[src/rtl/regfile_write_queue_if.sv]
// Bundles the request, drain, register-file write and forwarding-lookup
// signals of the register-file write queue.
interface regfile_write_queue_if #(
   parameter int DEPTH  = 4,
   parameter int ADDR_W = 6,
   parameter int DATA_W = 32
);
   localparam int CNT_W = $clog2(DEPTH + 1);

   logic              in_valid;
   logic [ADDR_W-1:0] in_rd;
   logic [DATA_W-1:0] in_data;
   logic              in_ready;
   logic              drain_en;
   logic              wrt;
   logic [ADDR_W-1:0] rd;
   logic [DATA_W-1:0] dataIn;
   logic [ADDR_W-1:0] look_rs1;
   logic [ADDR_W-1:0] look_rs2;
   logic              hit1;
   logic              hit2;
   logic [DATA_W-1:0] fwd1;
   logic [DATA_W-1:0] fwd2;
   logic [CNT_W-1:0]  count;
   logic              full;
   logic              empty;

   modport master (
      output in_valid, in_rd, in_data, drain_en, look_rs1, look_rs2,
      input  in_ready, wrt, rd, dataIn, hit1, hit2, fwd1, fwd2, count, full, empty
   );

   modport slave (
      input  in_valid, in_rd, in_data, drain_en, look_rs1, look_rs2,
      output in_ready, wrt, rd, dataIn, hit1, hit2, fwd1, fwd2, count, full, empty
   );
endinterface

[src/rtl/regfile_write_queue.sv]
// In-order write queue feeding the register file's single write port.
// Define WRQ_FORWARD_EN to build the pending-write forwarding lookup.
module regfile_write_queue #(
   parameter int DEPTH  = 4,
   parameter int ADDR_W = 6,
   parameter int DATA_W = 32
) (
   input logic                 clk,
   input logic                 rst_n,
   regfile_write_queue_if.slave bus
);
   localparam int PTR_W = $clog2(DEPTH);
   localparam int CNT_W = $clog2(DEPTH + 1);

   logic [ADDR_W-1:0] memRd   [DEPTH];
   logic [DATA_W-1:0] memData [DEPTH];
   logic [PTR_W-1:0]  head;
   logic [PTR_W-1:0]  tail;
   logic [CNT_W-1:0]  cnt;
   logic              doPush;
   logic              doPop;

   // DEPTH need not be a power of two, so pointers wrap explicitly.
   function automatic logic [PTR_W-1:0] nextPtr(input logic [PTR_W-1:0] p);
      return (p == PTR_W'(DEPTH - 1)) ? '0 : p + PTR_W'(1);
   endfunction

   assign bus.count    = cnt;
   assign bus.full     = (cnt == CNT_W'(DEPTH));
   assign bus.empty    = (cnt == '0);
   assign bus.in_ready = !bus.full;
   assign doPush       = bus.in_valid && !bus.full;
   assign doPop        = !bus.empty && bus.drain_en;

   // Entry storage carries no reset; validity comes from head/count only.
   always_ff @(posedge clk) begin
      if (doPush) begin
         memRd[tail]   <= bus.in_rd;
         memData[tail] <= bus.in_data;
      end
   end

   // Pointers, occupancy and the registered write-port stage.
   always_ff @(posedge clk) begin
      if (!rst_n) begin
         head       <= '0;
         tail       <= '0;
         cnt        <= '0;
         bus.wrt    <= 1'b0;
         bus.rd     <= '0;
         bus.dataIn <= '0;
      end else begin
         if (doPush) begin
            tail <= nextPtr(tail);
         end
         if (doPop) begin
            bus.wrt    <= 1'b1;
            bus.rd     <= memRd[head];
            bus.dataIn <= memData[head];
            head       <= nextPtr(head);
         end else begin
            bus.wrt <= 1'b0;
         end
         case ({doPush, doPop})
            2'b10:   cnt <= cnt + CNT_W'(1);
            2'b01:   cnt <= cnt - CNT_W'(1);
            default: cnt <= cnt;
         endcase
      end
   end

`ifdef WRQ_FORWARD_EN
   int               fwdSum;
   logic [PTR_W-1:0] fwdIdx;

   // Output stage is lowest priority; later (younger) queue hits overwrite.
   always_comb begin
      bus.hit1 = 1'b0;
      bus.fwd1 = '0;
      bus.hit2 = 1'b0;
      bus.fwd2 = '0;
      fwdSum   = 0;
      fwdIdx   = '0;
      if (bus.wrt && bus.rd == bus.look_rs1) begin
         bus.hit1 = 1'b1;
         bus.fwd1 = bus.dataIn;
      end
      if (bus.wrt && bus.rd == bus.look_rs2) begin
         bus.hit2 = 1'b1;
         bus.fwd2 = bus.dataIn;
      end
      for (int i = 0; i < DEPTH; i++) begin
         fwdSum = int'(head) + i;
         if (fwdSum >= DEPTH) begin
            fwdSum = fwdSum - DEPTH;
         end
         fwdIdx = PTR_W'(fwdSum);
         if (i < int'(cnt)) begin
            if (memRd[fwdIdx] == bus.look_rs1) begin
               bus.hit1 = 1'b1;
               bus.fwd1 = memData[fwdIdx];
            end
            if (memRd[fwdIdx] == bus.look_rs2) begin
               bus.hit2 = 1'b1;
               bus.fwd2 = memData[fwdIdx];
            end
         end
      end
   end
`else
   logic unusedLook;

   assign unusedLook = ^{bus.look_rs1, bus.look_rs2};
   assign bus.hit1   = 1'b0;
   assign bus.hit2   = 1'b0;
   assign bus.fwd1   = '0;
   assign bus.fwd2   = '0;
`endif

endmodule

[src/flat_wrapper.sv]
// flat-port wrapper written by rule: the top's interface ports become plain ports
module regfile_write_queue_flat 
#(
   parameter int DEPTH  = 4,
   parameter int ADDR_W = 6,
   parameter int DATA_W = 32
)
  (clk, rst_n, bus_in_valid, bus_in_rd, bus_in_data, bus_drain_en, bus_look_rs1, bus_look_rs2, bus_in_ready, bus_wrt, bus_rd, bus_dataIn, bus_hit1, bus_hit2, bus_fwd1, bus_fwd2, bus_count, bus_full, bus_empty);
  regfile_write_queue_if #(.DEPTH(DEPTH), .ADDR_W(ADDR_W), .DATA_W(DATA_W)) bus_i ();
  input logic clk;
  input logic rst_n;
  input wire logic [$bits(bus_i.in_valid)-1:0] bus_in_valid;
  input wire logic [$bits(bus_i.in_rd)-1:0] bus_in_rd;
  input wire logic [$bits(bus_i.in_data)-1:0] bus_in_data;
  input wire logic [$bits(bus_i.drain_en)-1:0] bus_drain_en;
  input wire logic [$bits(bus_i.look_rs1)-1:0] bus_look_rs1;
  input wire logic [$bits(bus_i.look_rs2)-1:0] bus_look_rs2;
  output wire logic [$bits(bus_i.in_ready)-1:0] bus_in_ready;
  output wire logic [$bits(bus_i.wrt)-1:0] bus_wrt;
  output wire logic [$bits(bus_i.rd)-1:0] bus_rd;
  output wire logic [$bits(bus_i.dataIn)-1:0] bus_dataIn;
  output wire logic [$bits(bus_i.hit1)-1:0] bus_hit1;
  output wire logic [$bits(bus_i.hit2)-1:0] bus_hit2;
  output wire logic [$bits(bus_i.fwd1)-1:0] bus_fwd1;
  output wire logic [$bits(bus_i.fwd2)-1:0] bus_fwd2;
  output wire logic [$bits(bus_i.count)-1:0] bus_count;
  output wire logic [$bits(bus_i.full)-1:0] bus_full;
  output wire logic [$bits(bus_i.empty)-1:0] bus_empty;
  assign bus_i.in_valid = bus_in_valid;
  assign bus_i.in_rd = bus_in_rd;
  assign bus_i.in_data = bus_in_data;
  assign bus_i.drain_en = bus_drain_en;
  assign bus_i.look_rs1 = bus_look_rs1;
  assign bus_i.look_rs2 = bus_look_rs2;
  assign bus_in_ready = bus_i.in_ready;
  assign bus_wrt = bus_i.wrt;
  assign bus_rd = bus_i.rd;
  assign bus_dataIn = bus_i.dataIn;
  assign bus_hit1 = bus_i.hit1;
  assign bus_hit2 = bus_i.hit2;
  assign bus_fwd1 = bus_i.fwd1;
  assign bus_fwd2 = bus_i.fwd2;
  assign bus_count = bus_i.count;
  assign bus_full = bus_i.full;
  assign bus_empty = bus_i.empty;
  regfile_write_queue #(.DEPTH(DEPTH), .ADDR_W(ADDR_W), .DATA_W(DATA_W)) u_core (.clk(clk), .rst_n(rst_n), .bus(bus_i));
endmodule
[config.mk]
export PLATFORM = sky130hd
export DESIGN_NAME = regfile_write_queue_flat
export DESIGN_NICKNAME = d
export VERILOG_FILES = /design/src/rtl/regfile_write_queue_if.sv /design/src/rtl/regfile_write_queue.sv /design/src/flat_wrapper.sv
export SDC_FILE = /design/constraint.sdc
export NUM_CORES = 1
export LEC_CHECK = 0
export ABC_AREA = 1
export BUFFER_PORTS_ARGS = -buffer_cell sky130_fd_sc_hd__buf_2
export CAP_MARGIN = 30
export CORE_MARGIN = 2
export CORE_UTILIZATION = 50
export CTS_CLUSTER_DIAMETER = 40
export CTS_CLUSTER_SIZE = 12
export DETAILED_ROUTE_END_ITERATION = 7
export PLACE_DENSITY = 0.84
export SLEW_MARGIN = 10
export SYNTH_ARGS = -nofsm -noshare
export SYNTH_HDL_FRONTEND = slang
export SYNTH_SLANG_ARGS = --single-unit
[constraint.sdc]
create_clock -name clk -period 3 [get_ports clk]
set_input_delay 0.45 -clock clk [delete_from_list [all_inputs] [get_ports clk]]
set_output_delay 0.45 -clock clk [all_outputs]
set_load 0.1 [all_outputs]
==> reports/metrics.yaml <==
syn_inst: 972
critPathCapture: "u_core.bus.count[2]"
htree_levels: 4
grt_overflow: 0
cts_tree: "done"
drv_cap: 0
r2r_end: "u_core.bus.count[2]"
synth_top_area_share_pct: 51.14
grt_pass1_wl_um: 26080
holdBufCountCts: 0
min-delay-start: "bus_in_data[19]"
power.density_nw_per_um2: 1004
hold_viol_final: 0
synth_area_leaders: "edfxtp_1, nand2_1, dfxtp_1, inv_1, buf_4"
fin_ws_ns: 0.8373
ios: 165
port_buffers: 86
max_stage_delay_ns: 0.39
arrival_ns: 2.51
cp.depth: 11
crit_required_ns: 3.35
start_util_pct: 51.43
rsz0062_at_grt: "false"
cts.sink_count: 198
startpoint_type: "flip-flop"
r2r_slack_ns: 0.84
critical_path_buf_inv_count: 2
path_max_fanout: 7
p_leak_nw: 4.840
drtAntennaViolNets: 0
grt_max_degree: 78
crit_path_frequent_cell: "nand2_1"
path_class: "flip-flop to flip-flop"
die_area_um2: 18940
cp-startpoint: "u_core.bus.count[1]"
outcome: "completed"
drt_iter0_drc: 379
antenna_found_initial: 1
cts_buffers: 17
wire_per_inst_um: 12.89
first_global_vias: 5529
vias_per_cell: 4.578
dp_hpwl_um: 9394
synth-seq-cells: 198
fillers: 1441
clock.fmax_ghz: 0.4624
min_period_over_period_pct: 72.09
netlist_area_um2: 8926
gp_congestion: 0.7485
die-height_um: 137.6
cts_resized: 0
finalPower_w: 0.009908
clkLatencyLatePin_ns: 0.43
finalSetupTns_ns: 0
max-slew-margin-rel_pct: 43.19
fp.coreArea_um2: 17360
synth_seq_area_share_pct: 61.45
post-place-ws_ns: 0.8526
slowest_stage: "nand2_1"
setup_violations: 0
clk_pin_slew_ns: 0.07
synth_area_leader_cell: "edfxtp_1"
wirelength_um: 16570
routed-via-count: 5883
endpoint_kind: "flip-flop"
area_growth_pct: 10.58
min_path_cells: 1
path_cells: "inv_1 -> nand3_2 -> nand2_1 -> ha_1 -> inv_1 -> fa_1 -> nand2_1 -> nand3_1 -> nand2_1 -> nand2_1 -> nor2_1"
fp.dieW_um: 137.6
synthDistinctLibCells: 20
cts-root-buf: "clkbuf_16"
drive_gt1_share_pct: 12.84
cp_top_family: "simple AND/OR/NAND/NOR gates"
reg2reg_depth: 11
clock_skew_ns: 0.01665
hold_class: "input pin to flip-flop"
cts_buffer_depth: 2
ir_worst_vdd_mv: 1.154
grt_use_total_pct: 18.31
rows: 48
r2r_start: "u_core.bus.count[1]"
tightest_slew_ns: 0.8521
post_cts_buffers: 0
drc: 0
dr.pass1.iters: 4
maxSlewViolCount: 0
synth_warnings: 0
fin_crit_ns: 2.163
synth.avg_cell_area_um2: 9.183
nNetsFinal: 1107
## logic make-up after synthesis
| kind of cell | after synthesis | synth area share (%) |
|---|---|---|
| buffers and inverters | 312 | 16.96 |
| DFF | 198 | 61.45 |
| adders and majority gates | 7 | 1.065 |
| AOI/OAI and AO/OA | 6 | 0.3364 |
| and+or+nand+nor | 448 | 20.14 |
| other | 1 | 0.04201 |
## area by class of cell
cell class | instances | area (um2) | share of cell area (%)
multi-input cells | 527 | 2206 | 22.35
flip-flops and latches | 198 | 5494 | 55.66
clock buffers | 24 | 481.7 | 4.880
repair buffers | 94 | 503.0 | 5.096
clock inverters | 8 | 121.4 | 1.230
inverters | 208 | 780.7 | 7.910
well taps | 225 | 281.5 | 2.852
diodes | 1 | 2.502 | 0.02535
## state kept, by name (all words and copies together), names as in the netlist
register,flops
u_core.bus.count,3
u_core.bus.dataIn,32
u_core.bus.rd,6
u_core.bus.wrt,1
u_core.head,2
u_core.memData,128
u_core.memRd,24
u_core.tail,2
## metrics by stage
stage / utilization, % / std cells / cell area (um2) / hold slack (ns)
finish: 56.87 / 1285 / 9871 / 0.2308
detailed placement: 53.38 / 1252 / 9265 / 0.4424
floorplan: - / 1037 / 9209 / 0.4728
global route: 56.86 / 1284 / 9868 / 0.2126
CTS: 56.86 / 1284 / 9868 / 0.2192
global placement: 53.38 / 1252 / 9265 / 0.4352
## cell usage after synthesis
| master | instances |
|---|---|
| nand2_1 | 275 |
| inv_1 | 206 |
| edfxtp_1 | 152 |
| nor2_1 | 88 |
| nand3_1 | 81 |
| buf_4 | 67 |
| dfxtp_1 | 46 |
| buf_2 | 19 |
| buf_6 | 9 |
| clkbuf_1 | 9 |
| ha_1 | 6 |
| a21oi_1 | 4 |
| inv_2 | 2 |
| o21ai_0 | 2 |
| conb_1 | 1 |
| fa_1 | 1 |
| nand2_2 | 1 |
| nand3_2 | 1 |
| nand3b_1 | 1 |
| or2_1 | 1 |
## power by group
part	internal (W)	switching (W)	total [W]	leakage (nW)
combinational	0.000741	0.00332	0.00406	2.77
clock	0.00138	0.000916	0.00229	0.296
sequential	0.00336	0.000188	0.00355	1.78
## layout by cell type (no fill, tap or decap)
master | netlist | layout
bufinv_16 | 0 | 3
clkbuf_16 | 0 | 17
nand3_1 | 81 | 80
dfxtp_1 | 46 | 41
clkinv_1 | 0 | 1
buf_12 | 0 | 1
ha_1 | 6 | 6
clkbuf_1 | 9 | 4
diode_2 | 0 | 1
a21oi_1 | 4 | 4
conb_1 | 1 | 66
or2_1 | 1 | 1
nor2_1 | 88 | 84
nor2_4 | 0 | 4
o21ai_0 | 2 | 2
buf_4 | 67 | 7
nand3_2 | 1 | 2
nand2_2 | 1 | 1
dfxtp_4 | 0 | 1
dfxtp_2 | 0 | 4
clkbuf_8 | 0 | 3
inv_2 | 2 | 3
inv_1 | 206 | 205
fa_1 | 1 | 1
nand2_1 | 275 | 275
inv_6 | 0 | 1
buf_2 | 19 | 86
nand3b_1 | 1 | 1
clkinv_2 | 0 | 2
clkinv_4 | 0 | 1
edfxtp_1 | 152 | 152
## metal layers
metal	part of all wire (%)	track usage, %	wire length, um	vias up
li1	-	-	-	2957
met1	41	22.03	6855	2666
met2	49	30.24	8057	228
met3	8.0	5.114	1323	32
met4	2.0	9.107	329	0
met5	0	0	0	-
## worst min path at each step
| stage | slack, ns | endpoint |
|---|---|---|
| final | 0.23 | u_core.memData[0][19] |
| after detailed placement | 0.44 | u_core.bus.count[0] |
| after global routing | 0.21 | u_core.memData[0][19] |
| after global placement | 0.44 | u_core.bus.count[0] |
| after floorplan | 0.47 | u_core.tail[1] |
| after CTS | 0.22 | u_core.memData[1][18] |
Note: power is estimated with default switching activity, not from simulation.
